### src/rtl/flicker_field_blinker_if.sv
// Bus between the segment encoder / button logic and flicker_field_blinker.
// The master drives the flicker toggle, button pulses and encoded digits;
// the slave (the blinker) returns the blanked digits and the edit state.
interface flicker_field_blinker_if;
    logic        ClkFlick;
    logic        btn_mode;
    logic        btn_adj;
    logic [41:0] seg_in;
    logic [41:0] seg_out;
    logic [1:0]  field;
    logic        editing;

    modport master (
        output ClkFlick,
        output btn_mode,
        output btn_adj,
        output seg_in,
        input  seg_out,
        input  field,
        input  editing
    );

    modport slave (
        input  ClkFlick,
        input  btn_mode,
        input  btn_adj,
        input  seg_in,
        output seg_out,
        output field,
        output editing
    );
endinterface

### src/rtl/flicker_field_blinker.sv
// flicker_field_blinker: turns each ClkFlick edge into a tick, runs the
// RUN -> HR -> MIN -> SEC clock-setting mode machine and blanks the digits
// of the field being edited during the off half of the blink period.
// Optional feature: define AUTO_TIMEOUT_EN to return to RUN after
// TIMEOUT_TICKS ticks in edit without any button press.
module flicker_field_blinker #(
    parameter int         PHASE_TICKS   = 5,
    parameter int         HOLD_TICKS    = 10,
    parameter int         TIMEOUT_TICKS = 100,
    parameter logic [6:0] SEG_OFF       = 7'h7F
) (
    input  logic                   clk,
    input  logic                   reset,
    flicker_field_blinker_if.slave bus
);

    typedef enum logic [1:0] {
        ST_RUN = 2'd0,
        ST_HR  = 2'd1,
        ST_MIN = 2'd2,
        ST_SEC = 2'd3
    } field_t;

    localparam int PH_W   = $clog2(PHASE_TICKS + 1);
    localparam int HOLD_W = $clog2(HOLD_TICKS + 1);

    localparam logic [PH_W-1:0]   PH_ZERO   = PH_W'(0);
    localparam logic [PH_W-1:0]   PH_ONE    = PH_W'(1);
    localparam logic [PH_W-1:0]   PH_LAST   = PH_W'(PHASE_TICKS - 1);
    localparam logic [HOLD_W-1:0] HOLD_ZERO = HOLD_W'(0);
    localparam logic [HOLD_W-1:0] HOLD_ONE  = HOLD_W'(1);
    localparam logic [HOLD_W-1:0] HOLD_LOAD = HOLD_W'(HOLD_TICKS);

    // Replace both digits of the selected field with the blank pattern.
    function automatic logic [41:0] blank_field(input logic [41:0] seg,
                                                input logic [1:0]  fld);
        logic [41:0] v;
        v = seg;
        case (fld)
            2'd1:    v[41:28] = {SEG_OFF, SEG_OFF};
            2'd2:    v[27:14] = {SEG_OFF, SEG_OFF};
            2'd3:    v[13:0]  = {SEG_OFF, SEG_OFF};
            default: v        = seg;
        endcase
        return v;
    endfunction

    logic              r_flick_q;
    field_t            r_field;
    logic [PH_W-1:0]   r_phase_cnt;
    logic              r_blink_on;
    logic [HOLD_W-1:0] r_hold_cnt;
    logic [41:0]       r_seg_out;
    logic              r_editing;

    logic              w_tick;
    logic              w_edit;
    logic              w_timeout;
    field_t            w_field_nxt;
    logic              w_field_chg;
    logic              w_blank;
    logic              w_editing_nxt;
    logic [41:0]       w_seg_nxt;

    assign w_tick = bus.ClkFlick ^ r_flick_q;
    assign w_edit = (r_field != ST_RUN);

`ifdef AUTO_TIMEOUT_EN
    localparam int IDLE_W = $clog2(TIMEOUT_TICKS + 1);
    localparam logic [IDLE_W-1:0] IDLE_ZERO = IDLE_W'(0);
    localparam logic [IDLE_W-1:0] IDLE_ONE  = IDLE_W'(1);
    localparam logic [IDLE_W-1:0] IDLE_LAST = IDLE_W'(TIMEOUT_TICKS - 1);

    logic [IDLE_W-1:0] r_idle_cnt;

    // The terminal idle tick leaves edit; any button in that cycle wins.
    assign w_timeout = w_edit && w_tick && !bus.btn_adj &&
                       (r_idle_cnt == IDLE_LAST);

    // Idle tick counter: restarts on any field change or adjust press.
    always_ff @(posedge clk or negedge reset) begin
        if (!reset) begin
            r_idle_cnt <= IDLE_ZERO;
        end else if (w_field_chg || !w_edit || bus.btn_adj) begin
            r_idle_cnt <= IDLE_ZERO;
        end else if (w_tick && (r_idle_cnt != IDLE_LAST)) begin
            r_idle_cnt <= r_idle_cnt + IDLE_ONE;
        end else begin
            r_idle_cnt <= r_idle_cnt;
        end
    end
`else
    assign w_timeout = 1'b0;
`endif

    // Delayed copy of ClkFlick; both edges of the toggle produce a tick.
    always_ff @(posedge clk or negedge reset) begin
        if (!reset) begin
            r_flick_q <= 1'b0;
        end else begin
            r_flick_q <= bus.ClkFlick;
        end
    end

    // Mode state register.
    always_ff @(posedge clk or negedge reset) begin
        if (!reset) begin
            r_field <= ST_RUN;
        end else begin
            r_field <= w_field_nxt;
        end
    end

    // Next field: btn_mode advances, timeout (if enabled) falls back to RUN.
    always_comb begin
        w_field_nxt = r_field;
        w_field_chg = 1'b0;
        if (bus.btn_mode) begin
            w_field_chg = 1'b1;
            case (r_field)
                ST_RUN:  w_field_nxt = ST_HR;
                ST_HR:   w_field_nxt = ST_MIN;
                ST_MIN:  w_field_nxt = ST_SEC;
                ST_SEC:  w_field_nxt = ST_RUN;
                default: w_field_nxt = ST_RUN;
            endcase
        end else if (w_timeout) begin
            w_field_nxt = ST_RUN;
            w_field_chg = 1'b1;
        end else begin
            w_field_nxt = r_field;
            w_field_chg = 1'b0;
        end
    end

    // Blink phase and adjust hold. While the hold is running the phase stays
    // parked at the start of a visible half, so blinking resumes visible.
    always_ff @(posedge clk or negedge reset) begin
        if (!reset) begin
            r_phase_cnt <= PH_ZERO;
            r_blink_on  <= 1'b1;
            r_hold_cnt  <= HOLD_ZERO;
        end else if (w_field_chg || !w_edit) begin
            r_phase_cnt <= PH_ZERO;
            r_blink_on  <= 1'b1;
            r_hold_cnt  <= HOLD_ZERO;
        end else if (bus.btn_adj) begin
            r_phase_cnt <= PH_ZERO;
            r_blink_on  <= 1'b1;
            r_hold_cnt  <= HOLD_LOAD;
        end else if (w_tick) begin
            if (r_hold_cnt != HOLD_ZERO) begin
                r_hold_cnt  <= r_hold_cnt - HOLD_ONE;
                r_phase_cnt <= r_phase_cnt;
                r_blink_on  <= r_blink_on;
            end else if (r_phase_cnt == PH_LAST) begin
                r_hold_cnt  <= r_hold_cnt;
                r_phase_cnt <= PH_ZERO;
                r_blink_on  <= !r_blink_on;
            end else begin
                r_hold_cnt  <= r_hold_cnt;
                r_phase_cnt <= r_phase_cnt + PH_ONE;
                r_blink_on  <= r_blink_on;
            end
        end else begin
            r_phase_cnt <= r_phase_cnt;
            r_blink_on  <= r_blink_on;
            r_hold_cnt  <= r_hold_cnt;
        end
    end

    // Output decode: blank the selected field in the off half when not held.
    always_comb begin
        w_blank       = r_editing && !r_blink_on && (r_hold_cnt == HOLD_ZERO);
        w_editing_nxt = (w_field_nxt != ST_RUN);
        if (w_blank) begin
            w_seg_nxt = blank_field(bus.seg_in, r_field);
        end else begin
            w_seg_nxt = bus.seg_in;
        end
    end

    // Output registers: one clock of latency from seg_in and blink state.
    always_ff @(posedge clk or negedge reset) begin
        if (!reset) begin
            r_seg_out <= {6{SEG_OFF}};
            r_editing <= 1'b0;
        end else begin
            r_seg_out <= w_seg_nxt;
            r_editing <= w_editing_nxt;
        end
    end

    assign bus.seg_out = r_seg_out;
    assign bus.field   = r_field;
    assign bus.editing = r_editing;

endmodule

### src/flat_wrapper.sv
// flat-port wrapper written by rule: the top's interface ports become plain ports
module flicker_field_blinker_flat 
#(
    parameter int         PHASE_TICKS   = 5,
    parameter int         HOLD_TICKS    = 10,
    parameter int         TIMEOUT_TICKS = 100,
    parameter logic [6:0] SEG_OFF       = 7'h7F
)
  (clk, reset, bus_ClkFlick, bus_btn_mode, bus_btn_adj, bus_seg_in, bus_seg_out, bus_field, bus_editing);
  flicker_field_blinker_if bus_i ();
  input  logic clk;
  input  logic reset;
  input wire logic [$bits(bus_i.ClkFlick)-1:0] bus_ClkFlick;
  input wire logic [$bits(bus_i.btn_mode)-1:0] bus_btn_mode;
  input wire logic [$bits(bus_i.btn_adj)-1:0] bus_btn_adj;
  input wire logic [$bits(bus_i.seg_in)-1:0] bus_seg_in;
  output wire logic [$bits(bus_i.seg_out)-1:0] bus_seg_out;
  output wire logic [$bits(bus_i.field)-1:0] bus_field;
  output wire logic [$bits(bus_i.editing)-1:0] bus_editing;
  assign bus_i.ClkFlick = bus_ClkFlick;
  assign bus_i.btn_mode = bus_btn_mode;
  assign bus_i.btn_adj = bus_btn_adj;
  assign bus_i.seg_in = bus_seg_in;
  assign bus_seg_out = bus_i.seg_out;
  assign bus_field = bus_i.field;
  assign bus_editing = bus_i.editing;
  flicker_field_blinker #(.PHASE_TICKS(PHASE_TICKS), .HOLD_TICKS(HOLD_TICKS), .TIMEOUT_TICKS(TIMEOUT_TICKS), .SEG_OFF(SEG_OFF)) u_core (.clk(clk), .reset(reset), .bus(bus_i));
endmodule
### config.mk
export PLATFORM = sky130hd
export DESIGN_NAME = flicker_field_blinker_flat
export DESIGN_NICKNAME = d
export VERILOG_FILES = /design/src/rtl/flicker_field_blinker_if.sv /design/src/rtl/flicker_field_blinker.sv /design/src/flat_wrapper.sv
export SDC_FILE = /design/constraint.sdc
export NUM_CORES = 1
export LEC_CHECK = 0
export BUFFER_PORTS_ARGS = -buffer_cell sky130_fd_sc_hd__buf_2
export CAP_MARGIN = 20
export CORE_MARGIN = 5
export CORE_UTILIZATION = 42
export CTS_CLUSTER_DIAMETER = 150
export DETAILED_ROUTE_END_ITERATION = 7
export HOLD_SLACK_MARGIN = 0.05
export PLACE_DENSITY = 0.83
export SLEW_MARGIN = 20
export SYNTH_ARGS = -nofsm -noshare
export SYNTH_HDL_FRONTEND = slang
export SYNTH_SLANG_ARGS = --single-unit
### constraint.sdc
create_clock -name clk -period 1.8 [get_ports clk]
set_input_delay 0.09 -clock clk [delete_from_list [all_inputs] [get_ports clk]]
set_output_delay 0.09 -clock clk [all_outputs]
set_load 0.01 [all_outputs]
==> metrics.txt, run 1 <==
design area=3190 µm²; Worst VDD drop=0.585 mV; Final Setup Violations=0; Post-Place Setup Slack=0.168 ns; status=finished clean; H-tree levels=2; power density over the cells=850 nW/µm²; register bit total from synthesis=54; Mean Syn Cell Area=13.1 µm²; non-filler cells, final=370; Die X=80.2 µm; first-pass GRT wire length=7980 µm; worst path required time=1.99 ns; Total Die Area=6440 µm²; final setup TNS=0 ns; Worst setup endpoint=u_core.r_hold_cnt[1]$_DFFE_PN0P_; YS warnings=0; DRC=0; Reg2Reg Depth=7; pin count of the biggest net entering global routing=30; Clock Skew=0.00888 ns; global route total overflow=0; RSZ-0062 raised after global routing=false; CTS tree=done; placed cells=317; fin crit share=92.7%; DR iter-0 viols=27; CTS Root Cell=clkbuf_8; clock latency on the worst-skew pair=0.30 ns; RePlAce Congestion=0.799; initial cell density of the core=43.6%; port bufs=91; die span in y=80.2 µm; Synth cell types=29; area delta synth->final=53.9%; Lkg Pwr=0.00153 µW; final worst slack=0.132 ns; EDFF count, synth=0; Top FF cell, synth=dfstp_2; Via Count=1644; Final Net Count=357; n_diodes=0; Critical Path End Type=flip-flop; Tot GR Track Use=16.3%; hpwl dp=3230 µm; Worst Setup Path Type=flip-flop to flip-flop; element type at the critical path start=flip-flop; Worst-path clk slew=0.09 ns; Power Total=2710 µW; Synth Cell Area=2070 µm²; IO Pins=92; CTS Sinks=54; post-cts sizing count=0; Final min period=1.67 ns; Critical Path Source=u_core.r_hold_cnt[0]$_DFFE_PN0P_; RR Endpoint=u_core.r_hold_cnt[1]$_DFFE_PN0P_; row cnt=25; Num CTS Buffers=5; Reg2Reg Setup Slack=0.13 ns; Slew headroom=48.0%; Routed WL=4940 µm; vias per cell=4.44; ANT nets after route=0; worst hold-check path type=input pin to async pin; post-synthesis sequential area ratio=67.8%; worst-margin pin slew=0.775 ns; vias in the first global route=1737; max-slew violations=0; Fill cells=385; Gate Count Post-Synth=158; worst r2r src=u_core.r_hold_cnt[0]$_DFFE_PN0P_; crit path max fanout=5; initial antenna violation count=0; DRT Pass-1 Iters=5; Arrival @ worst endpoint=1.86 ns; Synth Net Count=213; routed len/inst=13.3 µm; share of flip-flops with an asynchronous set or reset=100%; share of cells above drive strength 1=49.2%; placed inst area=2650 µm²; core area=4750 µm²; fmax=599 MHz; Fin. Hold Viols=0; clk buf depth=2; max-cap violation count=0
## flip-flops by register name, summed over array words and instances, names as in the netlist
name / count
u_core.bus.seg_out: 42
u_core.bus.field: 2
u_core.r_hold_cnt: 4
u_core.r_flick_q: 1
u_core.bus.editing: 1
u_core.r_blink_on: 1
u_core.r_phase_cnt: 3
## through the flow
| step | hold slack, ns | util, % |
|---|---|---|
| global placement | 0.249 | 55.8 |
| finish | 0.116 | 67.1 |
| global route | 0.175 | 67.1 |
| floorplan | -0.206 | - |
| CTS | 0.132 | 67.1 |
| detailed placement | 0.255 | 55.8 |
## routing by layer
layer  up-vias  GRT usage, %  share of wire [%]
met3         4          3.70                5.6
met4         0          5.07                1.1
met1       776          18.1                 40
met2        66          30.5                 53
li1        798             -                  -
met5         -             0                  0
## Yosys cell counts, types with 2 or more instances
cell,n,area [µm²]
clkbuf_1,4,15.0
or3_1,2,12.5
o31a_1,2,17.5
inv_1,7,26.3
or4_1,2,15.0
dfstp_2,43,1130
o31ai_1,2,15.0
nand3_1,5,25.0
dfrtp_1,11,275
nand2b_1,42,263
ha_1,8,100
nand2_1,2,7.51
o21ai_0,5,25.0
a21oi_1,6,30.0
xor2_1,2,17.5
nor2_1,2,7.51
## worst min path at each step
stage / from / endpoint / slack [ns] / cells after the start
floorplan: reset / u_core.bus.editing$_DFF_PN0_ / -0.21 / 0
global placement: bus_ClkFlick / u_core.r_flick_q$_DFF_PN0_ / 0.25 / 1
detailed placement: bus_ClkFlick / u_core.r_flick_q$_DFF_PN0_ / 0.26 / 1
CTS: reset / u_core.bus.seg_out[1]$_DFF_PN1_ / 0.13 / 1
global route: reset / u_core.bus.seg_out[13]$_DFF_PN1_ / 0.17 / 1
finish: reset / u_core.bus.seg_out[1]$_DFF_PN1_ / 0.12 / 1
## cell families after synthesis
| group | count (synthesis) | synth area share [%] |
|---|---|---|
| compound gates | 16 | 4.59 |
| flops | 54 | 67.8 |
| buf+inv | 13 | 2.42 |
| simple gates | 64 | 19.1 |
| fa+ha+maj | 8 | 4.83 |
| xor+xnor | 3 | 1.27 |
## cell type report
cell class | count | area, µm² | area share (%)
flip-flops and latches | 54 | 1410 | 44.1
well taps | 67 | 83.8 | 2.63
repair buffers | 143 | 971 | 30.4
inverters | 7 | 26.3 | 0.824
clock inverters | 2 | 13.8 | 0.432
multi-input cells | 91 | 617 | 19.3
clock buffers | 6 | 72.6 | 2.28
## placed cells by master, fill, tap and decap left out, types with 2 or more instances in the layout
master	n
inv_1	7
or3_1	2
buf_2	91
o31ai_1	2
nand2b_1	42
nor2_1	2
dfrtp_1	11
dfstp_2	43
nand3_1	5
o21ai_0	5
clkbuf_8	5
o31a_1	2
a21oi_1	6
ha_1	8
or4_1	2
dlygate4sd3_1	45
xor2_1	2
buf_4	6
nand2_1	2
## worst max-delay path: stages (launching register included)
cell	delay, ns
dfrtp_1	0.39
inv_1	0.10
ha_1	0.17
buf_4	0.13
nor3b_1	0.28
buf_4	0.19
nor3_1	0.04
o31a_1	0.26
## power breakdown
group | switching, µW | internal (µW) | total, µW
combinational | 317 | 334 | 652
sequential | 68.2 | 1350 | 1420
clock | 365 | 275 | 640
## repair_timing
| item | CTS | global route |
|---|---|---|
| hold buffers | 45 | 0 |
| hold endpoints to repair | 45 | 0 |
| endpoints found under the setup margin | 0 | 0 |
| buffers inserted | 0 | 0 |
No activity file was read; power rests on OpenSTA's default activity.
==> inputs of run 2 (changes only) <==
Settings changed: ABC_AREA set to 1, CORE_UTILIZATION 42 to 43, PLACE_DENSITY 0.83 to 0.78.
==> run 2 against run 1 <==
Against the previous run: sequential share of layout area fell by 2.4 points; critical path type unchanged; worst setup slack improved by 0.18 ns; core utilization fell by 1.9 points; highest routed layer unchanged; sequential power rose by 13%; first-iteration DRC count rose by 89%; count of clock-buffer cells in the layout did not move; clock power rose by 3%; critical endpoint is now u_core.r_hold_cnt[2]$_DFFE_PN0P_.
==> metrics.txt, run 2 <==
status=finished clean; element type at the critical path start=flip-flop; RePlAce Congestion=0.844; CTS tree=done; Hold Path Origin=bus_btn_adj; vias per cell=4.26; Reg2Reg Depth=7; Slew headroom=61.8%; commonest cells in the netlist=inv_1 (56), nand2_1 (46), dfstp_2 (43); area delta synth->final=46.2%; Power Total=3340 µW; crit path cell chain=inv_1, ha_1, or2_4, nor2_8, nand2_2, nand2_1, o21ai_0; most common cell after layout, fill and taps aside=buf_2; DRT Pass-1 Iters=4; Mean Syn Cell Area=10.2 µm²; Final Setup Violations=0; max reg flops=42; Lkg Pwr=0.00190 µW; Worst-path clk slew=0.10 ns; Worst Setup Path Type=flip-flop to flip-flop; worst r2r src=u_core.bus.field[0]$_DFF_PN0_; pin count of the biggest net entering global routing=30; most frequent cells in the layout=buf_2 (91), inv_1 (56), nand2_1 (46), dlygate4sd3_1 (45), dfstp_2 (43); row cnt=26; fmax=670 MHz; Top FF cell, synth=dfstp_2; # Post-CTS Setup Buffers=0; initial cell density of the core=44.6%; top cell type's share of synthesized area=49.0%; ANT nets after route=0; hpwl dp=3570 µm; Core Util, Final=65.2%; die span in y=83.3 µm; CP bufs+invs=1; largest cells by area after synthesis=dfstp_2 (49%), dfrtp_1 (12%), inv_1 (9.1%); routed len/inst=12.2 µm; register bit total from synthesis=54; Clock Skew=0.00555 ns; Synth Cell Area=2310 µm²; first-pass GRT wire length=9340 µm; Gate Count Post-Synth=226; Worst VDD drop=0.472 mV; post-synthesis sequential area ratio=60.9%; max-slew violations=0; clk buf depth=2; Hold Path Stages=4; global route total overflow=0; fin crit share=82.9%; IO Pins=92; CP peak stage delay=0.43 ns; power density over the cells=991 nW/µm²; Routed WL=5360 µm; core area=5170 µm²; most common cell in the synthesized netlist=inv_1; clock latency on the worst-skew pair=0.30 ns; Total Die Area=6930 µm²; Reg2Reg Setup Slack=0.31 ns; EDFF count, synth=0; worst-margin pin slew=0.573 ns; CTS Root Cell=clkbuf_8; Via Count=1866; Final min period=1.49 ns; vias in the first global route=2067; Num CTS Buffers=5; DRC=0; Die X=83.3 µm; YS warnings=0; share of cells above drive strength 1=47.6%; delay-heaviest family, CP=simple AND/OR/NAND/NOR gates; highest-delay cell along the critical path=dfrtp_1; Arrival @ worst endpoint=1.68 ns; Tot GR Track Use=16.6%; share of flip-flops with an asynchronous set or reset=100%; Critical Path End Type=flip-flop; final setup TNS=0 ns; RR Endpoint=u_core.r_hold_cnt[2]$_DFFE_PN0P_; H-tree levels=2; Synth Net Count=281; worst hold-check path type=input pin to flip-flop; DR iter-0 viols=51; n_diodes=0; cell accounting for the most synthesized area=dfstp_2; Fin. Hold Viols=0; port bufs=91; Min-Delay Endpoint=u_core.r_phase_cnt[1]$_DFFE_PN0P_; Final Net Count=422; crit path max fanout=9; Synth cell types=18; max-cap violation count=0; RSZ-0062 raised after global routing=false; CTS Sinks=54; worst path required time=1.99 ns; initial antenna violation count=0
## run 2: cell count changes in the layout (fill, tap and decap cells not counted), moves of 2 or more
cell      change
nand2_4       +4
inv_1        +49
nor2_8        +2
nand3_1       +6
nand2b_1     -42
o31a_1        -2
o31ai_1       -2
buf_4         -6
or4_1         -2
nand2_2      +23
or3_1         -2
nor2_1        +4
a21oi_1       -2
nand2_1      +44
## run 2: logic make-up (layout without fill, tap and decap cells)
family | Yosys count | after routing | share of synthesized area [%]
AOI/OAI and AO/OA | 8 | 8 | 1.74
buffers and inverters | 60 | 202 | 10.7
DFF | 54 | 54 | 60.9
xor gates and xnor gates | 1 | 1 | 0.380
adders and majority gates | 8 | 8 | 4.34
and+or+nand+nor | 95 | 95 | 21.9
## run 2: report_power, final
part           internal [µW]  switching, µW
sequential              1490            123
clock                    275            383
combinational            452            622
total                   2220           1130
## run 2: repair_timing
item	in CTS	in global routing
hold endpoints to repair	51	0
resized for setup	0	0
hold buffers	45	0
## run 2: metal layers
metal | up-vias | share of wire, % | routed length (µm) | track usage [%]
met2 | 60 | 54 | 2890 | 30.8
met5 | - | 0 | 0 | 0
met4 | 0 | 1.3 | 72 | 4.31
met3 | 9 | 7.3 | 392 | 5.94
met1 | 872 | 38 | 2010 | 17.6
li1 | 925 | - | - | -
## run 2: worst reg2reg max path: cells and delay by family (launching register included)
| kind | cells | cell delay (ns) |
|---|---|---|
| AO/OA/AOI/OAI | 1 | 0.07 |
| adder cells (fa/ha/maj) | 1 | 0.21 |
| flip-flops | 1 | 0.43 |
| buffers and inverters | 1 | 0.10 |
| AND/OR/NAND/NOR | 4 | 0.58 |
## run 2: through the flow
stage / hold slack, ns / cells / cell area [µm²] / setup slack, ns
floorplan: -0.206 / 226 / 2310 / 0.381
global placement: 0.116 / 385 / 2840 / 0.404
detailed placement: 0.122 / 385 / 2840 / 0.307
CTS: 0.150 / 438 / 3370 / 0.302
global route: 0.173 / 438 / 3370 / 0.174
finish: 0.154 / 438 / 3370 / 0.307
## run 2: worst max-delay path by stage
stage	endpoint	startpoint	cells past startpoint
2_1_floorplan	u_core.r_hold_cnt[3]$_DFFE_PN0P_	u_core.bus.field[0]$_DFF_PN0_	7
3_3_place_gp	u_core.r_hold_cnt[2]$_DFFE_PN0P_	u_core.bus.field[0]$_DFF_PN0_	7
3_5_place_dp	u_core.r_hold_cnt[2]$_DFFE_PN0P_	u_core.bus.field[0]$_DFF_PN0_	7
4_1_cts	u_core.r_hold_cnt[2]$_DFFE_PN0P_	u_core.bus.field[0]$_DFF_PN0_	7
5_1_grt	u_core.r_hold_cnt[2]$_DFFE_PN0P_	u_core.bus.field[0]$_DFF_PN0_	6
6_report	u_core.r_hold_cnt[2]$_DFFE_PN0P_	u_core.bus.field[0]$_DFF_PN0_	7
## run 2: cell type report
type	count	area, µm²
timing repair buffer	137	926
clock buffer	6	72.6
clock inverter	2	13.8
inverter	57	214
fill	414	1800
multi-input combinational	112	654
tap	70	87.6
sequential	54	1410
==> inputs of run 3 (changes only) <==
Clock period 1.8 ns to 1.2 ns, I/O delays scaled along.
==> run 3 against run 2 <==
Against the previous run: design area rose by 7.5%; fmax rose by 8.7%; the run now ends with setup timing left; critical path depth did not move; clock skew rose by 0.0017 ns; combinational power rose by 110%.
==> metrics.txt, run 3 (synthesized netlist as in run 2, its figures left out) <==
status=complete, but fails checks; failing checks=setup timing; design area=3630 µm²; clk buf depth=2; delay-heaviest family, CP=simple AND/OR/NAND/NOR gates; n_diodes=0; vias in the first global route=2084; area delta synth->final=57.2%; DRC=0; RR Endpoint=u_core.r_hold_cnt[2]$_DFFE_PN0P_; most common cell after layout, fill and taps aside=buf_2; DR iter-0 viols=44; Fin. Hold Viols=0; CP bufs+invs=1; Pint=3830 µW; clock latency on the worst-skew pair=0.29 ns; Hold Path Origin=bus_btn_adj; Worst VDD drop=0.803 mV; IO Pins=92; max-slew violations=0; Tot GR Track Use=17.0%; Total Die Area=6930 µm²; crit path cell chain=inv_2, ha_4, or2_4, nor2_8, nand2_4, nand2_1, o21ai_1; Min-Delay Endpoint=u_core.r_phase_cnt[1]$_DFFE_PN0P_; element type at the critical path start=flip-flop; max-cap violation count=0; most frequent cells in the layout=buf_2 (91), inv_1 (52), dlygate4sd3_1 (45), dfstp_2 (43), nand2_1 (36); Die X=83.3 µm; share of cells above drive strength 1=56.3%; Clock power frac=19.4%; fmax=728 MHz; Lkg Pwr=0.00199 µW; hpwl dp=3560 µm; CP peak stage delay=0.38 ns; pin count of the biggest net entering global routing=55; area of the multi-input gates=800 µm²; routed len/inst=12.8 µm; Reg2Reg Setup Slack=-0.17 ns; CTS Root Cell=clkbuf_8; Final min period=1.37 ns; CTS tree=done; Routed WL=5770 µm; initial cell density of the core=44.6%; Arrival @ worst endpoint=1.56 ns; port bufs=91; core area=5170 µm²; row cnt=26; Hold Path Stages=4; Gate power share=38.6%; sw power=1940 µW; vias per cell=4.36; CTS Sinks=54; RePlAce Congestion=0.839; final worst slack=-0.173 ns; Reg2Reg Depth=7; Critical Path End Type=flip-flop; worst-margin pin slew=0.319 ns; Via Count=1963; Worst-path clk slew=0.09 ns; Clock Skew=0.00724 ns; fin crit share=114%; max reg flops=42; DRT Pass-1 Iters=4; initial antenna violation count=0; FF+latch area=1410 µm²; worst path required time=1.39 ns; Fill cells=383; power density over the cells=1590 nW/µm²; ANT nets after route=0; crit path max fanout=5; Post-Place Setup Slack=-0.147 ns; global route total overflow=0; WHS=0.138 ns; first-pass GRT wire length=9470 µm; Final Setup Violations=50; highest-delay cell along the critical path=dfrtp_2; Core Util, Final=70.1%; Sw Share=33.6%; Worst Setup Path Type=flip-flop to flip-flop; worst hold-check path type=input pin to flip-flop; Num CTS Buffers=5; Slew headroom=78.8%; Power Total=5770 µW; worst r2r src=u_core.bus.field[0]$_DFF_PN0_; placed inst area=2930 µm²; Final Net Count=435; H-tree levels=2; die span in y=83.3 µm; RSZ-0062 raised after global routing=true; Reg power frac=42.0%
[run 3: how the worst max path moves through the flow]
stage	from	to	cells past startpoint
global route	u_core.r_hold_cnt[0]$_DFFE_PN0P_	u_core.bus.seg_out[0]$_DFF_PN1_	8
detailed placement	u_core.r_hold_cnt[0]$_DFFE_PN0P_	u_core.bus.seg_out[2]$_DFF_PN1_	8
floorplan	u_core.bus.field[1]$_DFF_PN0_	u_core.r_hold_cnt[3]$_DFFE_PN0P_	7
CTS	u_core.bus.field[1]$_DFF_PN0_	u_core.r_hold_cnt[1]$_DFFE_PN0P_	7
finish	u_core.bus.field[0]$_DFF_PN0_	u_core.r_hold_cnt[2]$_DFFE_PN0P_	7
global placement	u_core.r_hold_cnt[0]$_DFFE_PN0P_	u_core.bus.seg_out[2]$_DFF_PN1_	8
[run 3: cell type report]
class / instances / share of cell area [%]
flip-flops and latches: 54 / 38.8
repair buffers: 148 / 27.9
multi-input cells: 114 / 22.0
inverters: 57 / 5.90
clock buffers: 7 / 2.97
well taps: 70 / 2.41
[run 3: tightest hold or removal path: cells and delay by family]
| kind | cells | cell delay, ns |
|---|---|---|
| AND/OR/NAND/NOR | 3 | 0.14 |
| buffers and inverters | 1 | 0.19 |
[run 3: timing repair]
| item | 4_1_cts | 5_1_grt |
|---|---|---|
| endpoints found under the setup margin | 51 | 51 |
| buffers inserted | 2 | 2 |
| hold buffers | 45 | 0 |
| pin swaps | 5 | 5 |
| gates resized for setup | 10 | 17 |
| cloned | 1 | 1 |
| endpoints found under the hold margin | 99 | 0 |
[run 3: power by group through the flow]
stage	Sequential, µW	Clock, µW	Combinational (µW)
after CTS	2420	1170	2000
final	2420	1120	2230
after floorplan	2560	0	978
after global routing	2460	1250	2420
after global placement	2430	0	1680
after detailed placement	2440	0	1740
[run 3: metrics by stage]
stage | cells | TNS [ns]
floorplan | 226 | -3.66
global placement | 392 | -2.84
detailed placement | 392 | -5.23
CTS | 447 | -5.74
global route | 450 | -10.42
finish | 450 | -6.46
[run 3: per-layer routing]
| metal | wire length [µm] | vias to the layer above | GRT usage [%] | share of wire (%) |
|---|---|---|---|---|
| li1 | - | 955 | - | - |
| met1 | 2050 | 920 | 16.8 | 36 |
| met2 | 3200 | 72 | 32.1 | 56 |
| met3 | 340 | 16 | 5.54 | 5.9 |
| met4 | 172 | 0 | 6.98 | 3.0 |
| met5 | 0 | - | 0 | 0 |
